File: config.mk
export PLATFORM = sky130hd
export DESIGN_NAME = vdp_sync_gen
export DESIGN_NICKNAME = d
export VERILOG_FILES = /design/src/rtl/vdp_sync_gen_pkg.sv /design/src/rtl/vdp_sync_axis.sv /design/src/rtl/vdp_sync_gen.sv
export SDC_FILE = /design/constraint.sdc
export NUM_CORES = 1
export LEC_CHECK = 0
export CAP_MARGIN = 5
export CORE_MARGIN = 2
export CORE_UTILIZATION = 45
export DETAILED_ROUTE_END_ITERATION = 8
export PLACE_DENSITY = 0.69
export SETUP_SLACK_MARGIN = 0.05
export SYNTH_ARGS = -nofsm -noshare
export SYNTH_HDL_FRONTEND = slang
export SYNTH_SLANG_ARGS = --single-unit
File: constraint.sdc
create_clock -name pxclk -period 2.34 [get_ports pxclk]
set_input_delay 0.468 -clock pxclk [delete_from_list [all_inputs] [get_ports pxclk]]
set_output_delay 0.468 -clock pxclk [all_outputs]
set_load 0.02 [all_outputs]
File: src/rtl/vdp_sync_gen_pkg.sv
// Shared XGA raster geometry for the VDP sync generator and anything that models screen layout.
// Also holds the registered output bundle type and the sync polarity helper.
package vdp_sync_gen_pkg;

    localparam int XGA_H_VIS  = 1024;
    localparam int XGA_H_FP   = 24;
    localparam int XGA_H_SYNC = 136;
    localparam int XGA_H_BP   = 160;
    localparam int XGA_V_VIS  = 768;
    localparam int XGA_V_FP   = 3;
    localparam int XGA_V_SYNC = 6;
    localparam int XGA_V_BP   = 29;

    localparam bit XGA_HSYNC_POL = 1'b0;
    localparam bit XGA_VSYNC_POL = 1'b0;

    localparam int HCNT_W = 11;
    localparam int VCNT_W = 10;
    localparam int COL_W  = 9;
    localparam int ROW_W  = 10;

    typedef struct packed {
        logic             hsync;
        logic             vsync;
        logic             active;
        logic             line_start;
        logic             frame_start;
        logic             vblank_start;
        logic [COL_W-1:0] col;
        logic [ROW_W-1:0] row;
    } sync_out_t;

    // Drive level of a sync pin given whether the pulse is asserted and its polarity.
    function automatic logic sync_level(input logic asserted, input logic pol);
        return pol ? asserted : ~asserted;
    endfunction

endpackage

File: src/rtl/vdp_sync_axis.sv
// One raster axis: wrapping counter with carry-in enable, wrap-out, and visible/sync decode.
// Decode outputs are combinational from the current count; the top registers them.
module vdp_sync_axis
    import vdp_sync_gen_pkg::*;
#(
    parameter int VIS  = 1024,
    parameter int FP   = 24,
    parameter int SYNC = 136,
    parameter int BP   = 160,
    parameter bit POL  = 1'b0,
    parameter int W    = 11
) (
    input  logic         pxclk,
    input  logic         rst_n,
    input  logic         en,
    output logic [W-1:0] count,
    output logic         wrap,
    output logic         visible,
    output logic         sync,
    output logic         first
);

    localparam int            TOTAL = VIS + FP + SYNC + BP;
    localparam logic [W-1:0]  LAST  = W'(TOTAL - 1);

    logic in_sync;

    // NOTE: sequential state uses non-blocking assignments so every flop samples pre-edge values.
    always_ff @(posedge pxclk or negedge rst_n) begin
        if (!rst_n) begin
            count <= '0;
        end else if (en) begin
            count <= wrap ? '0 : count + 1'b1;
        end
    end

    always_comb begin
        wrap    = en && (count == LAST);
        first   = (count == '0);
        visible = int'(count) < VIS;
        in_sync = (int'(count) >= VIS + FP) && (int'(count) < VIS + FP + SYNC);
        sync    = sync_level(in_sync, POL);
    end

endmodule

File: src/rtl/vdp_sync_gen.sv
// Raster timing generator: H/V axes, column/row slicing, line/frame/vblank strobes,
// all outputs registered together so they describe the same pixel one clock later.
module vdp_sync_gen
    import vdp_sync_gen_pkg::*;
#(
    parameter int H_VIS     = XGA_H_VIS,
    parameter int H_FP      = XGA_H_FP,
    parameter int H_SYNC    = XGA_H_SYNC,
    parameter int H_BP      = XGA_H_BP,
    parameter int V_VIS     = XGA_V_VIS,
    parameter int V_FP      = XGA_V_FP,
    parameter int V_SYNC    = XGA_V_SYNC,
    parameter int V_BP      = XGA_V_BP,
    parameter bit HSYNC_POL = XGA_HSYNC_POL,
    parameter bit VSYNC_POL = XGA_VSYNC_POL,
    parameter int COL_SHIFT = 1
) (
    input  logic             pxclk,
    input  logic             reset,
    output logic             hsync,
    output logic             vsync,
    output logic             active,
    output logic [COL_W-1:0] col,
    output logic [ROW_W-1:0] row,
    output logic             line_start,
    output logic             frame_start,
    output logic             vblank_start
);

    localparam int H_TOTAL = H_VIS + H_FP + H_SYNC + H_BP;
    localparam int V_TOTAL = V_VIS + V_FP + V_SYNC + V_BP;

    if (H_TOTAL > (1 << HCNT_W)) begin : g_h_range
        $error("vdp_sync_gen: H_TOTAL %0d exceeds 11-bit hcount", H_TOTAL);
    end
    if (V_TOTAL > (1 << VCNT_W)) begin : g_v_range
        $error("vdp_sync_gen: V_TOTAL %0d exceeds 10-bit vcount", V_TOTAL);
    end

    localparam sync_out_t OUT_RST = '{
        hsync: ~HSYNC_POL, vsync: ~VSYNC_POL, active: 1'b0, line_start: 1'b0,
        frame_start: 1'b0, vblank_start: 1'b0, col: '0, row: '0
    };

    logic [1:0]        rst_sync;
    logic              rst_n;
    logic [HCNT_W-1:0] h_count;
    logic [VCNT_W-1:0] v_count;
    logic              h_wrap, h_vis, h_sync_lvl, h_first;
    logic              v_wrap_unused, v_vis, v_sync_lvl, v_first;
    sync_out_t         out_d, out_q;

    // NOTE: reset asserts asynchronously but releases through two flops, so all state leaves reset on one edge.
    always_ff @(posedge pxclk or negedge reset) begin
        if (!reset) begin
            rst_sync <= 2'b00;
        end else begin
            rst_sync <= {rst_sync[0], 1'b1};
        end
    end
    assign rst_n = rst_sync[1];

    vdp_sync_axis #(
        .VIS(H_VIS), .FP(H_FP), .SYNC(H_SYNC), .BP(H_BP), .POL(HSYNC_POL), .W(HCNT_W)
    ) u_h (
        .pxclk(pxclk), .rst_n(rst_n), .en(1'b1), .count(h_count), .wrap(h_wrap),
        .visible(h_vis), .sync(h_sync_lvl), .first(h_first)
    );

    vdp_sync_axis #(
        .VIS(V_VIS), .FP(V_FP), .SYNC(V_SYNC), .BP(V_BP), .POL(VSYNC_POL), .W(VCNT_W)
    ) u_v (
        .pxclk(pxclk), .rst_n(rst_n), .en(h_wrap), .count(v_count), .wrap(v_wrap_unused),
        .visible(v_vis), .sync(v_sync_lvl), .first(v_first)
    );

    // col/row follow the counters even in blanking; consumers qualify with active.
    always_comb begin
        out_d              = OUT_RST;
        out_d.hsync        = h_sync_lvl;
        out_d.vsync        = v_sync_lvl;
        out_d.active       = h_vis && v_vis;
        out_d.line_start   = h_first;
        out_d.frame_start  = h_first && v_first;
        out_d.vblank_start = h_first && (int'(v_count) == V_VIS);
        out_d.col          = COL_W'(h_count >> COL_SHIFT);
        out_d.row          = ROW_W'(v_count);
    end

    always_ff @(posedge pxclk or negedge rst_n) begin
        if (!rst_n) begin
            out_q <= OUT_RST;
        end else begin
            out_q <= out_d;
        end
    end

    assign hsync        = out_q.hsync;
    assign vsync        = out_q.vsync;
    assign active       = out_q.active;
    assign col          = out_q.col;
    assign row          = out_q.row;
    assign line_start   = out_q.line_start;
    assign frame_start  = out_q.frame_start;
    assign vblank_start = out_q.vblank_start;

endmodule

==> results.py <==
metrics = {
    "detailed_routing": {
        "post_drt_wl_per_cell_um": 15.12,
        "drc": 0,
        "num_vias": 1399,
        "drtPass1Iterations": 4,
        "totalWireLength_mm": 3.809,
        "drt_iter0_drc": 68,
        "ant_nets": 0,
        "routed_via_density": 5.552,
    },
    "synth": {
        "synth.avg_cell_area_um2": 11.91,
        "syn_nets": 183,
        "ys_seq_elements": 48,
        "synth_edf_count": 0,
        "synth_async_sr_flop_share_pct": 100.0,
        "syn_inst": 175,
        "synth_top_area_share_pct": 55.22,
        "yosysTopAreaCell": "dfrtp_1",
        "synth_area_mm2": 0.002084,
        "synth_warnings": 0,
        "synthFlopType": "dfrtp_1",
        "yosysUniqueCellTypes": 46,
        "ys_top_cells_by_area": "dfrtp_1, ha_1, nand3_1",
        "ys_seq_area_share_pct": 57.74,
    },
    "sta": {
        "timing.final.crit_period_ps": 1902,
        "setup_tns_ps": 0,
        "fin_skew_ps": 5.979,
        "drv_slew": 0,
        "max_freq_mhz": 525.7,
        "hold_viol_final": 0,
        "period_share_pct": 81.29,
        "rsz0062_at_grt": "false",
        "slew_headroom_pct": 35.47,
        "setup_violations": 0,
        "worstMarginPinSlew_ps": 968.0,
    },
    "global_route": {
        "grt_pass1_wl_mm": 6.693,
        "track_usage_pct": 17.06,
        "grt_max_degree": 47,
        "overflow": 0,
        "grt_pass1_vias": 1414,
        "antenna_found_initial": 0,
    },
    "power_and_ir_drop": {
        "p_sw_share_pct": 21.00,
        "p_int_mw": 1.068,
        "ir_worst_vdd_mv": 0.3323,
        "power_frac_seq_pct": 62.5,
        "combPwrFrac_pct": 0.2,
        "total_leakage_power_nw": 1.064,
        "p_per_area_mw_per_mm2": 553.2,
        "p_switching_mw": 0.2839,
        "clkPwrFrac_pct": 37.3,
    },
    "setup_path": {
        "crit_type": "flip-flop to output pin",
        "cp_slowest_cell": "clkdlybuf4s50_1",
        "critPathBufInv": 1,
        "worst_path_largest_cell_delay_ps": 590,
        "cp_cell_sequence": "clkdlybuf4s50_1",
        "worstPathArrival_ps": 1430,
        "crit_start": "hsync$_DFF_PN1_",
        "reg2reg_setup_slack_ps": 610,
        "cp-start-kind": "flip-flop",
        "end_kind": "output pin",
        "crit_family": "buffers and inverters",
        "cp.depth": 1,
        "cp_max_fo": 1,
        "r2r_start": "u_h.count[0]$_DFF_PN0_",
        "rr_worst_depth": 5,
        "critical_path_required_ps": 1870,
        "crit_path_end": "hsync",
        "rr_endpoint": "u_v.count[9]$_DFFE_PN0N_",
    },
    "clock_tree": {
        "clk_pin_slew_ps": 90,
        "clockBufferDepth": 2,
        "clk_latency_ps": 300,
        "htree_levels": 2,
        "cts_tree": "yes",
        "cts_made_buffers": 5,
        "cts.sinks": 48,
        "clock-root-buffer": "clkbuf_8",
        "cts_setup_buffers": 0,
        "cts_resized": 0,
        "holdBufCountCts": 0,
    },
    "outcome": {
        "status": "finished, final reports clean",
    },
    "finish": {
        "diodes": 0,
        "area_delta_synth_final_pct": 17.23,
        "drive_gt1_share_pct": 11.50,
        "stdcell_count": 252,
        "nets": 207,
        "final_area_mm2": 0.002444,
    },
    "min_path": {
        "hold_path.class": "primary input to async pin",
    },
    "floorplan": {
        "initial_utilization_pct": 47.22,
        "rows": 24,
        "dieArea_mm2": 0.005193,
        "die_y_um": 72.06,
        "core-area_mm2": 0.004414,
        "io_pins": 27,
        "die_x_um": 72.06,
    },
    "flow_run": {
        "drv_cap": 0,
    },
    "placement": {
        "gp_congestion": 0.8270,
        "dpl_cell_area_mm2": 0.002351,
        "dpl.hpwl_mm": 2.586,
        "io_buffer_count": 26,
        "dp_cells": 244,
    },
}
==> synth_stat cells (4+ instances only) <==
cell type	instances
dfrtp_1	46
nand3_1	12
nand2_1	9
nor2_1	8
a21oi_1	7
ha_1	6
inv_1	6
xor2_1	6
and3_1	5
nor3_1	5
o21ai_0	5
nor4_1	4
==> final cells by class <==
class / count / area [µm²]
clock buffer: 6 / 82.58
clock inverter: 2 / 10.01
fill: 383 / 1971
inverter: 6 / 22.52
multi-input combinational: 112 / 798.3
sequential: 48 / 1205
tap: 52 / 65.06
timing repair buffer: 26 / 260.3
==> layer usage <==
layer	global-route usage, %	vias to the layer above	share of wire (%)
met1	22.74	671	45
met5	0	-	0
met4	9.015	0	2.6
met3	5.972	10	6.4
met2	24.57	53	46
li1	-	665	-
==> state kept, by name (all words and copies together) (netlist names) <==
register,count
line_start,1
u_h.count,11
vsync,1
vblank_start,1
u_v.count,10
row,10
hsync,1
col,9
rst_sync,2
frame_start,1
active,1
==> stage by stage <==
step	hold WS [ps]	setup slack, ps	power, mW	util, %
global placement	338.4	742.6	0.8641	53.26
floorplan	172.4	811.0	0.8586	-
global route	293.7	401.6	1.409	55.36
CTS	308.0	423.0	1.370	55.36
finish	318.9	437.8	1.352	55.36
detailed placement	338.5	616.7	0.8653	53.26
==> cells in the final DEF (no fill, tap or decap), types with 6 or more instances in the layout <==
cell	synthesis	routed
xor2_1	6	6
dfrtp_1	46	45
clkbuf_8	0	6
nand2_1	9	9
nand3_1	12	12
inv_1	6	6
clkdlybuf4s50_1	0	26
a21oi_1	7	7
ha_1	6	6
nor2_1	8	8
==> cells by family after synthesis <==
kind of cell               count (synthesis)  synth area share (%)
DFF                                       48                 57.74
muxes                                      4                 1.981
AOI/OAI and AO/OA                         21                 5.762
buffers and inverters                     15                 3.961
and+or+nand+nor                           72                 23.41
adders and majority gates                  6                 3.601
xor gates and xnor gates                   8                 3.361
other                                      1                0.1799
==> power by group through the flow <==
stage                     clock (mW)  combinational (mW)  sequential [mW]
after floorplan                    0            0.000139            0.858
after global placement             0             0.00217            0.862
after detailed placement           0             0.00220            0.863
after CTS                      0.521             0.00224            0.847
after global routing           0.558             0.00250            0.849
final                          0.504             0.00221            0.845
==> worst min-delay path by stage <==
stage                                       end  slack (ps)
after CTS                 rst_sync[0]$_DFF_PN0_         310
after detailed placement  rst_sync[1]$_DFF_PN0_         340
final                     rst_sync[0]$_DFF_PN0_         320
after global placement    rst_sync[1]$_DFF_PN0_         340
after floorplan           rst_sync[0]$_DFF_PN0_         170
after global routing      rst_sync[0]$_DFF_PN0_         290
No activity file was read; power rests on OpenSTA's default activity.
